## config.mk

```make
export PLATFORM = sky130hd
export DESIGN_NAME = rv_gpio
export DESIGN_NICKNAME = d
export VERILOG_FILES = /design/src/rtl/rv_gpio.sv
export SDC_FILE = /design/constraint.sdc
export NUM_CORES = 1
export LEC_CHECK = 0
export BUFFER_PORTS_ARGS = -buffer_cell sky130_fd_sc_hd__clkbuf_2
export CELL_PAD_IN_SITES_DETAIL_PLACEMENT = 0
export CELL_PAD_IN_SITES_GLOBAL_PLACEMENT = 1
export CORE_UTILIZATION = 35
export CTS_BUF_LIST = sky130_fd_sc_hd__clkbuf_2
export DETAILED_ROUTE_END_ITERATION = 16
export PLACE_DENSITY_LB_ADDON = 0.1
export SLEW_MARGIN = 25
export SYNTH_ARGS = -nofsm -noshare
export SYNTH_HDL_FRONTEND = slang
export SYNTH_SLANG_ARGS = --single-unit
```

## constraint.sdc

```tcl
create_clock -name clk -period 1.5 [get_ports clk]
set_input_delay 0.075 -clock clk [delete_from_list [all_inputs] [get_ports clk]]
set_output_delay 0.075 -clock clk [all_outputs]
set_load 0.02 [all_outputs]
```

## src/rtl/rv_gpio.sv

```systemverilog
// rv_gpio: parametrised GPIO peripheral with synchronised inputs, atomic set/clear/toggle and edge interrupts
//   bus  : clk, reset (sync, active-high), adr/cs/rdy/we/re/dw in, dr out (registered, 0 when no read)
//   pads : pin in (asynchronous), pout/poe out
//   irq  : level interrupt; edge logic and RISE/FALL/FLAG exist only when RV_GPIO_IRQ_EN is defined,
//          otherwise those offsets read 0, ignore writes and irq is tied low
module rv_gpio #(
  parameter int          NBITS       = 8,
  parameter int          SYNC_STAGES = 2,
  parameter logic [31:0] RST_OUT     = 32'h0
) (
  input  logic             clk,
  input  logic             reset,
  input  logic [4:0]       adr,
  input  logic             cs,
  input  logic             rdy,
  input  logic [3:0]       we,
  input  logic             re,
  input  logic [31:0]      dw,
  output logic [31:0]      dr,
  output logic             irq,
  input  logic [NBITS-1:0] pin,
  output logic [NBITS-1:0] pout,
  output logic [NBITS-1:0] poe
);
  logic                              acc;
  logic [2:0]                        a;
  logic [31:0]                       be;
  logic [NBITS-1:0]                  wm, wb;
  logic [SYNC_STAGES-1:0][NBITS-1:0] sync_q;
  logic [NBITS-1:0]                  sync, pout_q, pout_d, dir_q, dir_d;
  logic [31:0]                       rd, dr_q, dr_d;
  logic                              unused_bits;
`ifdef RV_GPIO_IRQ_EN
  logic [NBITS-1:0] sync_d_q, rise_q, rise_d, fall_q, fall_d, flag_q, flag_d, ev;
  logic             irq_q;
`endif
  assign acc         = cs & rdy;
  assign a           = adr[4:2];
  assign be          = {{8{we[3]}}, {8{we[2]}}, {8{we[1]}}, {8{we[0]}}};
  // wm is the lane mask of an accepted write; wb the written 1s inside it
  assign wm          = acc ? be[NBITS-1:0] : '0;
  assign wb          = dw[NBITS-1:0] & wm;
  assign sync        = sync_q[SYNC_STAGES-1];
  assign unused_bits = ^{adr[1:0], dw, be};
  always_comb begin
    pout_d = a == 3'd0 ? (pout_q & ~wm) | wb :
             a == 3'd2 ? pout_q | wb :
             a == 3'd3 ? pout_q & ~wb :
             a == 3'd4 ? pout_q ^ wb : pout_q;
    dir_d  = a == 3'd1 ? (dir_q & ~wm) | wb : dir_q;
  end
  always_comb begin
    rd = '0;
    case (a)
      3'd0: rd = 32'(sync);
      3'd1: rd = 32'(dir_q);
      3'd2: rd = 32'(pout_q);
`ifdef RV_GPIO_IRQ_EN
      3'd5: rd = 32'(rise_q);
      3'd6: rd = 32'(fall_q);
      3'd7: rd = 32'(flag_q);
`endif
      default: rd = '0;
    endcase
    dr_d = acc & re ? rd : '0;
  end
  always_ff @(posedge clk)
    if (reset) begin
      sync_q <= '0;
      pout_q <= RST_OUT[NBITS-1:0];
      dir_q  <= '0;
      dr_q   <= '0;
    end else begin
      sync_q <= {sync_q[SYNC_STAGES-2:0], pin};
      pout_q <= pout_d;
      dir_q  <= dir_d;
      dr_q   <= dr_d;
    end
`ifdef RV_GPIO_IRQ_EN
  assign ev = (sync & ~sync_d_q & rise_q) | (~sync & sync_d_q & fall_q);
  // new edge events are ORed in after the W1C so a coincident set wins
  always_comb begin
    rise_d = a == 3'd5 ? (rise_q & ~wm) | wb : rise_q;
    fall_d = a == 3'd6 ? (fall_q & ~wm) | wb : fall_q;
    flag_d = (a == 3'd7 ? flag_q & ~wb : flag_q) | ev;
  end
  always_ff @(posedge clk)
    if (reset) begin
      sync_d_q <= '0;
      rise_q   <= '0;
      fall_q   <= '0;
      flag_q   <= '0;
      irq_q    <= 1'b0;
    end else begin
      sync_d_q <= sync;
      rise_q   <= rise_d;
      fall_q   <= fall_d;
      flag_q   <= flag_d;
      irq_q    <= |flag_q;
    end
  assign irq = irq_q;
`else
  assign irq = 1'b0;
`endif
  assign dr   = dr_q;
  assign pout = pout_q;
  assign poe  = dir_q;
endmodule

```

==> reports/qor.log, run 1 <==
qor: clocking.root_buffer sky130_fd_sc_hd__clkbuf_2
qor: yosys.syn_inst 248
qor: routing.total_length_of_routed_wires 5.58 mm
qor: routing.routed_wire_length_per_instance 14.2 um
qor: timing.post-route-period-util 0.955
qor: run.max_cap_violations 0
qor: yosys.synth-xor-area-share 0
qor: worst_setup_path.number_of_cell_instances_on_the_worst_register_to_register_path 5
qor: yosys.dominant_combinational_cell_family_by_area_after_synthesis simple AND/OR/NAND/NOR gates
qor: timing.fin_skew 0.00484 ns
qor: place.hpwlAfterDp 4.11 mm
qor: worst_setup_path.critical_path_peak_fanout 3
qor: cells_and_area.antenna_cells 0
qor: global_routing.grt_usage 0.177
qor: timing.timing.final.crit_period 1.43 ns
qor: clocking.cts-root-to-sink-buffers 2
qor: power.cell_leakage_power 0.00121 uW
qor: clocking.ctsHtreeMaxLevel 2
qor: cells_and_area.p_r_area_growth_vs_syn 22.6%
qor: worst_setup_path.critical_path.startpoint_type input pin
qor: place.input_output_buffers 48
qor: routing.via_per_inst 4.86
qor: cells_and_area.final_nets 388
qor: timing.fin_setup_tns 0 ns
qor: worst_setup_path.crit_required 1.83 ns
qor: yosys.post_synth_instance_area 0.00226 mm2
qor: clocking.clk_pin_slew_worst_paths 0.20 ns
qor: timing.hold_viol 0
qor: place.placed_area 0.00254 mm2
qor: worst_setup_path.crit_path_cell_trace dlygate4sd3_1, clkbuf_2, nand4_1, ha_1, and4bb_2, a221oi_1, a32o_1
qor: die.rows 28
qor: yosys.yosysTopAreaCellShare 0.355
qor: die.total_die_area 0.00677 mm2
qor: yosys.yosysTopAreaCell sky130_fd_sc_hd__dfxtp_1
qor: clocking.tritoncts done
qor: yosys.synth.yosys.seq_area_share 0.355
qor: routing.detailedRoute.firstIterationViolations 92
qor: yosys.synth-seq-cells 40
qor: run_status.status finished, final reports clean
qor: timing.drv_slew 0
qor: clocking.worst_skew_pair_latency 0.37 ns
qor: yosys.number_of_synthesized_flops_with_an_enable_pin 0
qor: die.chipWidth 82.3 um
qor: worst_setup_path.timing.reg2reg.setup_slack 0.08 ns
qor: worst_setup_path.endpoint_type_of_the_worst_setup_path register
qor: yosys.synth_commonest_cells 40 x sky130_fd_sc_hd__dfxtp_1, 26 x sky130_fd_sc_hd__buf_4, 24 x sky130_fd_sc_hd__nor2b_1
qor: die.core_region_area 0.00606 mm2
qor: timing.setup_viol 0
qor: yosys.post_synth_main_area_contributors sky130_fd_sc_hd__dfxtp_1 35%, sky130_fd_sc_hd__ha_1 8.9%, sky130_fd_sc_hd__buf_4 8.7%
qor: global_routing.grt_first_pass_wirelength 8.83 mm
qor: routing.ant_nets 0
qor: routing.drt_drc_violations_left 0
qor: worst_setup_path.arrival_time_of_data_at_the_critical_path_endpoint 1.77 ns
qor: worst_setup_path.slowest_stage_cell_on_the_critical_path sky130_fd_sc_hd__dlygate4sd3_1
qor: yosys.mux_contribution_to_synthesized_area 0.0355
qor: timing.worst_slack 0.0672 ns
qor: power.power_density 820 mW/mm2
qor: yosys.syn-mean-instance-area 9.10 um2
qor: timing.fmax 698 MHz
qor: clocking.inserted_clock_buffers 5
qor: routing.drt_first_pass_iters 4
qor: cells_and_area.utilization 0.456
qor: yosys.yosysMostFrequentCell sky130_fd_sc_hd__dfxtp_1
qor: place.pre_cts_ws 0.0505 ns
qor: die.floorplan.initialDensity 0.372
qor: yosys.ys.warnings.count 0
qor: timing.grt_setup_unrepaired false
qor: yosys.ys_async_sr_fraction 0
qor: power.vdd_ir_drop_max 0.000486 V
qor: yosys.synth_top_flop_cell sky130_fd_sc_hd__dfxtp_1
qor: global_routing.grt_overflow 0
qor: cells_and_area.final_design_area_no_fill 0.00277 mm2
qor: die.boundary_pin_count 103
qor: worst_setup_path.cpPeakStageDelay 0.53 ns
qor: yosys.post_synth_and_or_nand_nor_area_fraction 0.223
qor: clocking.cts_num_sinks 40
qor: global_routing.number_of_global_route_vias_before_repair 1766
qor: hold_path.min_path_type input pin to register
qor: yosys.synth-adder-area-share 0.0887
qor: global_routing.grt_max_degree 25
qor: place.gpl.final_weighted_congestion 0.778
qor: cells_and_area.layout-drive-gt1-share 0.251
qor: die.die-height 82.3 um
qor: global_routing.grt_antenna_before_repair 0
qor: cells_and_area.final.fill_count 623
qor: worst_setup_path.worst-setup-path-type input pin to register
qor: worst_setup_path.startpoint dw[0]
qor: yosys.synth-compound-area-share 0.160
qor: yosys.synth.distinct_cells 30
qor: routing.vias 1913
layout by cell type (no fill, tap or decap), types with 8 or more instances in the layout:
master,count
sky130_fd_sc_hd__inv_1,12
sky130_fd_sc_hd__nor2b_1,24
sky130_fd_sc_hd__a2bb2oi_1,8
sky130_fd_sc_hd__ha_1,16
sky130_fd_sc_hd__clkbuf_2,54
sky130_fd_sc_hd__dlygate4sd3_1,16
sky130_fd_sc_hd__mux2i_1,8
sky130_fd_sc_hd__dfxtp_1,37
sky130_fd_sc_hd__nand3_1,8
sky130_fd_sc_hd__conb_1,25
sky130_fd_sc_hd__nor3b_1,8
sky130_fd_sc_hd__buf_4,16
sky130_fd_sc_hd__a32o_1,8
sky130_fd_sc_hd__a21oi_1,8
sky130_fd_sc_hd__nor2_1,16
sky130_fd_sc_hd__o21ai_0,16
sky130_fd_sc_hd__nand4_1,9
where the power goes:
part	internal, uW	switching (uW)
Sequential	1100	28.3
Combinational	214	281
Clock	287	354
cell families after synthesis:
| family | count (synthesis) |
|---|---|
| buffers and inverters | 53 |
| adders and majority gates | 16 |
| other | 1 |
| muxes | 8 |
| and+or+nand+nor | 80 |
| AOI/OAI and AO/OA | 50 |
| DFF | 40 |
metrics by stage:
stage | hold WS (ns) | instances | power [uW]
4_1_cts | 0.117 | 394 | 2310
6_report | 0.151 | 394 | 2270
5_1_grt | 0.0997 | 394 | 2420
2_1_floorplan | 0.147 | 272 | 1520
3_3_place_gp | 0.283 | 370 | 1610
3_5_place_dp | 0.290 | 370 | 1620
repair_timing:
action,in CTS,in global routing
hold endpoints to repair,16,0
endpoints found under the setup margin,0,3
gates resized for setup,0,3
hold buffers,16,0
setup buffers,0,0
metal layers:
metal | GRT usage | up-vias | routed length (um)
li1 | - | 963 | -
met1 | 0.229 | 898 | 2650
met2 | 0.294 | 50 | 2710
met3 | 0.0418 | 2 | 199
met4 | 0.0421 | 0 | 17
met5 | 0 | - | 0
how the worst min path moves through the flow:
stage / cells after the start / end / start / slack, ns
final: 3 / dr[0] / adr[2] / 0.15
after CTS: 3 / dr[0] / adr[2] / 0.12
after global placement: 2 / sync_q[1] / pin[1] / 0.28
after floorplan: 1 / sync[7] / reset / 0.15
after detailed placement: 2 / sync_q[1] / pin[1] / 0.29
after global routing: 3 / dr[0] / adr[2] / 0.1
worst max-delay path, delay by kind of cell:
| kind | cells | cell delay [ns] |
|---|---|---|
| simple gates | 2 | 0.38 |
| buf+inv | 2 | 0.65 |
| compound gates | 2 | 0.44 |
| fa+ha+maj | 1 | 0.23 |
cell type report:
cell class              count  area (um2)  area share
clock buffers               6        30.0      0.0109
clock inverters             2        35.0      0.0127
inverters                  12        45.0      0.0163
multi-input cells         179        1240       0.447
flip-flops and latches     40         805       0.291
well taps                  75        93.8      0.0339
repair buffers             80         520       0.188
Note: power is estimated with default switching activity, not from simulation.
==> run 2, diff against run 1 <==
--- a/config.mk
+++ b/config.mk
@@ -8,11 +8,10 @@
 export BUFFER_PORTS_ARGS = -buffer_cell sky130_fd_sc_hd__clkbuf_2
 export CELL_PAD_IN_SITES_DETAIL_PLACEMENT = 0
 export CELL_PAD_IN_SITES_GLOBAL_PLACEMENT = 1
-export CORE_UTILIZATION = 35
+export CORE_UTILIZATION = 31
 export CTS_BUF_LIST = sky130_fd_sc_hd__clkbuf_2
 export DETAILED_ROUTE_END_ITERATION = 16
 export PLACE_DENSITY_LB_ADDON = 0.1
-export SLEW_MARGIN = 25
 export SYNTH_ARGS = -nofsm -noshare
 export SYNTH_HDL_FRONTEND = slang
 export SYNTH_SLANG_ARGS = --single-unit
==> constraint.sdc (replaced) <==
create_clock -name clk -period 1.2 [get_ports clk]
set_input_delay 0.06 -clock clk [delete_from_list [all_inputs] [get_ports clk]]
set_output_delay 0.06 -clock clk [all_outputs]
set_load 0.02 [all_outputs]
==> run 2 against run 1 <==
Net effect:
- the run now ends with setup timing left
- first-iteration DRC count down 24%
- critical path depth down 2
- sequential share of layout area down 3.5 points
- combinational power increased by 63%
- core utilization up 1.4 points
- non-clock buffer count up 26
- final area is 17% higher
- die area grew 13%
- total power up 35%
- global-route usage decreased by 0.82 points
- flip-flop and latch count is the same
==> reports/qor.log, run 2 (same netlist as run 1, synthesis figures left out) <==
qor: global_routing.grt_first_pass_wirelength 9.73 mm [was 8.83 mm]
qor: global_routing.grt_usage 0.169 [was 0.177]
qor: timing.hold_viol 0 [unchanged]
qor: clocking.ctsHtreeMaxLevel 2 [unchanged]
qor: die.boundary_pin_count 103 [unchanged]
qor: run_status.status finished, violations left [was finished, final reports clean]
qor: cells_and_area.layout-drive-gt1-share 0.417 [was 0.251]
qor: global_routing.grt_overflow 0 [unchanged]
qor: clocking.cts_num_sinks 40 [unchanged]
qor: global_routing.grt_antenna_before_repair 0 [unchanged]
qor: worst_setup_path.cpPeakStageDelay 0.42 ns [was 0.53 ns]
qor: timing.worst_slack -0.0829 ns [was 0.0672 ns]
qor: worst_setup_path.crit_path_cell_trace inv_2, ha_4, inv_2, a222oi_1, a32o_1 [was dlygate4sd3_1, clkbuf_2, nand4_1, ha_1, and4bb_2, a221oi_1, a32o_1]
qor: hold_path.min_path_type input pin to register [unchanged]
qor: cells_and_area.antenna_cells 0 [unchanged]
qor: worst_setup_path.slowest_stage_cell_on_the_critical_path sky130_fd_sc_hd__dfxtp_4 [was sky130_fd_sc_hd__dlygate4sd3_1]
qor: die.chipWidth 87.3 um [was 82.3 um]
qor: clocking.inserted_clock_buffers 5 [unchanged]
qor: global_routing.grt_max_degree 25 [unchanged]
qor: die.total_die_area 0.00762 mm2 [was 0.00677 mm2]
qor: cells_and_area.final_nets 414 [was 388]
qor: worst_setup_path.worst-setup-path-type register to register [was input pin to register]
qor: worst_setup_path.critical_path.startpoint_type register [was input pin]
qor: timing.timing.final.crit_period 1.28 ns
qor: timing.setup_viol 3 [was 0]
qor: clocking.root_buffer sky130_fd_sc_hd__clkbuf_2 [unchanged]
qor: place.hpwlAfterDp 4.57 mm [was 4.11 mm]
qor: timing.post-route-period-util 1.07
qor: die.rows 30 [was 28]
qor: routing.via_per_inst 4.63 [was 4.86]
qor: global_routing.number_of_global_route_vias_before_repair 1978 [was 1766]
qor: timing.grt_setup_unrepaired true [was false]
qor: clocking.worst_skew_pair_latency 0.41 ns [was 0.37 ns]
qor: routing.detailedRoute.firstIterationViolations 70 [was 92]
qor: clocking.cts-root-to-sink-buffers 2 [unchanged]
qor: power.cell_leakage_power 0.00139 uW [was 0.00121 uW]
qor: run.max_cap_violations 0 [unchanged]
qor: routing.ant_nets 0 [unchanged]
qor: die.core_region_area 0.00691 mm2 [was 0.00606 mm2]
qor: worst_setup_path.crit_required 1.59 ns [was 1.83 ns]
qor: routing.routed_wire_length_per_instance 14.1 um [was 14.2 um]
qor: run_status.failed_checks setup timing
qor: routing.drt_first_pass_iters 5 [was 4]
qor: place.pre_cts_ws -0.235 ns [was 0.0505 ns]
qor: place.input_output_buffers 48 [unchanged]
qor: timing.fin_skew 0.0151 ns [was 0.00484 ns]
qor: routing.total_length_of_routed_wires 6.21 mm [was 5.58 mm]
qor: cells_and_area.final_cell_mix 47 x sky130_fd_sc_hd__clkbuf_2, 40 x sky130_fd_sc_hd__buf_4, 32 x sky130_fd_sc_hd__dfxtp_1 [was 54 x sky130_fd_sc_hd__clkbuf_2, 37 x sky130_fd_sc_hd__dfxtp_1, 25 x sky130_fd_sc_hd__conb_1]
qor: timing.fmax 779 MHz
qor: cells_and_area.most_common_library_cell_in_the_layout_ignoring_fill_and_taps sky130_fd_sc_hd__clkbuf_2 [unchanged]
qor: die.floorplan.initialDensity 0.327 [was 0.372]
qor: worst_setup_path.arrival_time_of_data_at_the_critical_path_endpoint 1.67 ns [was 1.77 ns]
qor: cells_and_area.final-seq-area 831 um2 [was 805 um2]
qor: worst_setup_path.endpoint_type_of_the_worst_setup_path register [unchanged]
qor: routing.vias 2040 [was 1913]
qor: power.power_density 942 mW/mm2 [was 820 mW/mm2]
qor: cells_and_area.multi_input_comb_area 0.00141 mm2 [was 0.00124 mm2]
qor: timing.drv_slew 0 [unchanged]
qor: routing.drt_drc_violations_left 0 [unchanged]
qor: power.finalPower 3060 uW [was 2270 uW]
qor: power.vdd_ir_drop_max 0.000434 V [was 0.000486 V]
qor: die.die-height 87.3 um [was 82.3 um]
qor: place.gpl.final_weighted_congestion 0.791 [was 0.778]
qor: worst_setup_path.critPathMostFrequentCell sky130_fd_sc_hd__inv_2
qor: clocking.clk_pin_slew_worst_paths 0.24 ns [was 0.20 ns]
qor: clocking.tritoncts done [unchanged]
qor: worst_setup_path.critical_path_peak_fanout 4 [was 3]
qor: cells_and_area.final.fill_count 696 [was 623]
qor: cells_and_area.p_r_area_growth_vs_syn 44.0% [was 22.6%]
-- run 2: power by group --
part	internal [uW]	switching [uW]	total, uW
logic	389	413	803
registers	1380	32.3	1410
clock network	351	498	849
total	2120	944	3060
-- run 2: final cells by class --
cell class / count / share of cell area
multi-input combinational: 179 / 0.435
sequential: 40 / 0.256
timing repair buffer: 106 / 0.238
tap: 96 / 0.0370
inverter: 12 / 0.0139
clock inverter: 3 / 0.0127
clock buffer: 5 / 0.00770
-- run 2: through the flow --
step / setup TNS, ns / cells / cell area, um2 / util / hold WS [ns]
after floorplan: -0.0602 / 272 / 2500 / - / 0.132
after global placement: -1.60 / 417 / 2910 / 0.421 / 0.270
after CTS: -0.123 / 441 / 3190 / 0.462 / 0.00750
after detailed placement: -1.71 / 417 / 2910 / 0.421 / 0.277
final: -0.0977 / 441 / 3250 / 0.470 / 0.0142
after global routing: -0.431 / 441 / 3250 / 0.470 / 0.0260
-- run 2: path summary, 6_finish.rpt --
kind              startpoint  depth (start not counted)  slack (ns)  endpoint
hold reg to reg    sync_q[6]                          1        0.45   sync[6]
hold / removal            re                          4        0.01     dr[6]
setup reg to reg    register                          5       -0.08  register
setup / recovery    register                          5       -0.08  register
-- run 2: per-layer routing --
metal | vias to the layer above | part of all wire | track usage
met5 | - | 0 | 0
met4 | 0 | 0.0085 | 0.0417
met3 | 5 | 0.037 | 0.0341
met2 | 55 | 0.47 | 0.286
met1 | 961 | 0.49 | 0.218
li1 | 1019 | - | -
-- run 2: worst max-delay path, delay by kind of cell, from the launching register on --
family / cells / cell delay (ns)
fa+ha+maj: 1 / 0.26
buf+inv: 2 / 0.07
flops: 1 / 0.42
compound gates: 2 / 0.49
-- run 2: repair_timing --
action	4_1_cts	5_1_grt
setup buffers	1	0
hold buffers	15	0
endpoints found under the hold margin	15	0
pin swaps	10	7
endpoints found under the setup margin	9	14
gates resized for setup	10	24
==> run 3, diff against run 2 <==
--- a/config.mk
+++ b/config.mk
@@ -10,7 +10,9 @@
 export CELL_PAD_IN_SITES_GLOBAL_PLACEMENT = 1
 export CORE_UTILIZATION = 31
 export CTS_BUF_LIST = sky130_fd_sc_hd__clkbuf_2
+export CTS_CLUSTER_SIZE = 12
 export DETAILED_ROUTE_END_ITERATION = 16
+export HOLD_SLACK_MARGIN = 0.03
 export PLACE_DENSITY_LB_ADDON = 0.1
 export SYNTH_ARGS = -nofsm -noshare
 export SYNTH_HDL_FRONTEND = slang
==> run 3 against run 2 <==
Net effect:
- core utilization is 0.29 points higher
- the flow still finishes with violations (setup timing)
- count of clock-buffer cells in the layout stayed put
- final area grew 0.62%
- via count decreased by 0.39%
- clock skew decreased by 0.00077 ns
- combinational power is 0.6% higher
- first-iteration DRC count increased by 1.4%
==> reports/qor.log, run 3 (same netlist as run 1, synthesis figures left out) <==
qor: run_status.status finished, violations left [unchanged]
qor: run_status.failed_checks setup timing [unchanged]
qor: global_routing.grt_first_pass_wirelength 9.72 mm [was 9.73 mm]
qor: cells_and_area.antenna_cells 0 [unchanged]
qor: power.power_density 936 mW/mm2 [was 942 mW/mm2]
qor: clocking.worst_skew_pair_latency 0.41 ns [about the same]
qor: timing.drv_slew 0 [unchanged]
qor: worst_setup_path.crit_path_cell_trace inv_2, ha_4, inv_2, a222oi_1, a32o_1 [unchanged]
qor: timing.hold_viol 0 [unchanged]
qor: cells_and_area.p_r_area_growth_vs_syn 44.9% [was 44.0%]
qor: clocking.clk_pin_slew_worst_paths 0.24 ns [about the same]
qor: routing.highest_layer met4 [unchanged]
qor: routing.met3_wirelength 203 um [was 230 um]
qor: worst_setup_path.critical_path_peak_fanout 4 [unchanged]
qor: worst_setup_path.slowest_stage_cell_on_the_critical_path sky130_fd_sc_hd__dfxtp_4 [unchanged]
qor: die.die-height 87.3 um [unchanged]
qor: worst_setup_path.critical_path.top_delay_family compound AO/OA/AOI/OAI gates [unchanged]
qor: power.net_switching_power_figure 938 uW [was 944 uW]
qor: power.pwr-share-comb 0.264 [was 0.262]
qor: die.chipWidth 87.3 um [unchanged]
qor: worst_setup_path.critPathMostFrequentCell sky130_fd_sc_hd__inv_2 [unchanged]
qor: clocking.ctsHtreeMaxLevel 2 [unchanged]
qor: worst_setup_path.crit_required 1.58 ns [was 1.59 ns]
qor: cells_and_area.final_nets 416 [was 414]
qor: cells_and_area.final_design_area_no_fill 0.00327 mm2 [was 0.00325 mm2]
qor: worst_setup_path.arrival_time_of_data_at_the_critical_path_endpoint 1.66 ns [was 1.67 ns]
qor: clocking.cts_num_sinks 40 [unchanged]
qor: power.vdd_ir_drop_max 0.000434 V [about the same]
qor: cells_and_area.multi_input_comb_area 0.00141 mm2 [unchanged]
qor: hold_path.hp-start reset [was re]
qor: die.core_region_area 0.00691 mm2 [unchanged]
qor: worst_setup_path.endpoint_type_of_the_worst_setup_path register [unchanged]
qor: place.placed_area 0.00291 mm2 [unchanged]
qor: cells_and_area.layout-drive-gt1-share 0.415 [was 0.417]
qor: global_routing.grt_max_degree 25 [unchanged]
qor: place.gpl.final_weighted_congestion 0.791 [unchanged]
qor: worst_setup_path.worst-setup-path-type register to register [unchanged]
qor: power.finalPower 3060 uW [about the same]
qor: hold_path.min_path_type input pin to register [unchanged]
qor: timing.worst_slack -0.0836 ns [was -0.0829 ns]
qor: power.switching_share 0.307 [was 0.308]
qor: power.cellInternalPower 2120 uW [about the same]
qor: global_routing.grt_antenna_before_repair 0 [unchanged]
qor: power.share_seq_of_total_power 0.461 [was 0.460]
qor: timing.post-route-period-util 1.07 [about the same]
qor: timing.fmax 779 MHz [about the same]
qor: routing.routed_wire_length_per_instance 14.0 um [was 14.1 um]
qor: die.total_die_area 0.00762 mm2 [unchanged]
qor: clocking.cts-root-to-sink-buffers 2 [unchanged]
qor: place.hpwlAfterDp 4.57 mm [unchanged]
qor: routing.drt-met1-wl 3.07 mm [was 3.03 mm]
qor: worst_setup_path.critical_path.startpoint_type register [unchanged]
qor: cells_and_area.final.fill_count 693 [was 696]
qor: worst_setup_path.cpPeakStageDelay 0.42 ns [about the same]
qor: timing.fin_skew 0.0143 ns [was 0.0151 ns]
qor: clocking.tritoncts done [unchanged]
qor: clocking.inserted_clock_buffers 5 [unchanged]
qor: routing.dr_wl_met2 2.88 mm [was 2.90 mm]
qor: power.clock_power_share 0.275 [was 0.277]
qor: cells_and_area.most_common_library_cell_in_the_layout_ignoring_fill_and_taps sky130_fd_sc_hd__clkbuf_2 [unchanged]
qor: timing.grt_setup_unrepaired true [unchanged]
qor: place.input_output_buffers 48 [unchanged]
qor: routing.vias 2032 [was 2040]
qor: routing.drt_drc_violations_left 0 [unchanged]
qor: clocking.root_buffer sky130_fd_sc_hd__clkbuf_2 [unchanged]
qor: routing.detailedRoute.firstIterationViolations 71 [was 70]
qor: routing.ant_nets 0 [unchanged]
qor: die.boundary_pin_count 103 [unchanged]
qor: timing.timing.final.crit_period 1.28 ns [about the same]
qor: die.rows 30 [unchanged]
qor: routing.via_per_inst 4.59 [was 4.63]
qor: global_routing.grt_usage 0.169 [unchanged]
qor: cells_and_area.final-seq-area 831 um2 [unchanged]
qor: die.floorplan.initialDensity 0.327 [unchanged]
qor: power.cell_leakage_power 0.00140 uW [was 0.00139 uW]
qor: routing.drt_first_pass_iters 5 [unchanged]
qor: run.max_cap_violations 0 [unchanged]
qor: global_routing.number_of_global_route_vias_before_repair 1981 [was 1978]
qor: routing.total_length_of_routed_wires 6.20 mm [was 6.21 mm]
qor: cells_and_area.final_cell_mix 47 x sky130_fd_sc_hd__clkbuf_2, 40 x sky130_fd_sc_hd__buf_4, 32 x sky130_fd_sc_hd__dfxtp_1 [unchanged]
qor: global_routing.grt_overflow 0 [unchanged]
qor: timing.setup_viol 2 [was 3]
qor: worst_setup_path.cp.buffers_inverters 2 [unchanged]
## run 3: cell types whose count changed in the layout (fill, tap and decap cells not counted)
cell | previous run | this run
sky130_fd_sc_hd__dlygate4sd3_1 | 15 | 17
## run 3: worst reg2reg max path: stages, from the launching register on
cell and delay [ns]:
sky130_fd_sc_hd__dfxtp_4 0.42, sky130_fd_sc_hd__inv_2 0.04, sky130_fd_sc_hd__ha_4 0.26, sky130_fd_sc_hd__inv_2 0.03
sky130_fd_sc_hd__a222oi_1 0.29, sky130_fd_sc_hd__a32o_1 0.20
## run 3: worst paths after layout
kind / end / slack (ns) / depth (start not counted)
max: register / -0.08 / 5
min: register / 0.15 / 3
max reg2reg: register / -0.08 / 5
min reg2reg: sync[6] / 0.45 / 1
## run 3: what timing repair did
action,in CTS,in global routing
setup buffers,1,0
resized for setup,10,24
pin swaps,10,7
endpoints found under the setup margin,9,14
endpoints found under the hold margin,21,0
hold buffers,17,0
cloned,0,0
## run 3: stage by stage
step | hold slack (ns) | utilization | instances | setup TNS (ns) | setup slack, ns
finish | 0.152 | 0.473 | 443 | -0.0960 | -0.0836
global route | 0.136 | 0.473 | 443 | -0.431 | -0.182
CTS | 0.130 | 0.465 | 443 | -0.123 | -0.101
detailed placement | 0.277 | 0.421 | 417 | -1.71 | -0.235
global placement | 0.270 | 0.421 | 417 | -1.60 | -0.219
floorplan | 0.132 | - | 272 | -0.0602 | -0.0602
## run 3: layer usage
metal  track usage  up-vias
li1              -     1021
met1         0.218      954
met2         0.286       52
met3        0.0341        5
met4        0.0417        0
met5             0        -
## run 3: power by group through the flow
stage,clock network (uW),registers (uW),logic (uW)
CTS,878,1410,782
finish,842,1410,808
global route,923,1420,886
floorplan,0,1460,476
global placement,0,1440,700
detailed placement,0,1440,707
## run 3: cell type report
class                           instances  area share
Clock inverter                          3      0.0126
Timing Repair Buffer                  108       0.243
Multi-Input combinational cell        179       0.432
Sequential cell                        40       0.254
Clock buffer                            5     0.00765
Tap cell                               96      0.0367
Inverter                               12      0.0138
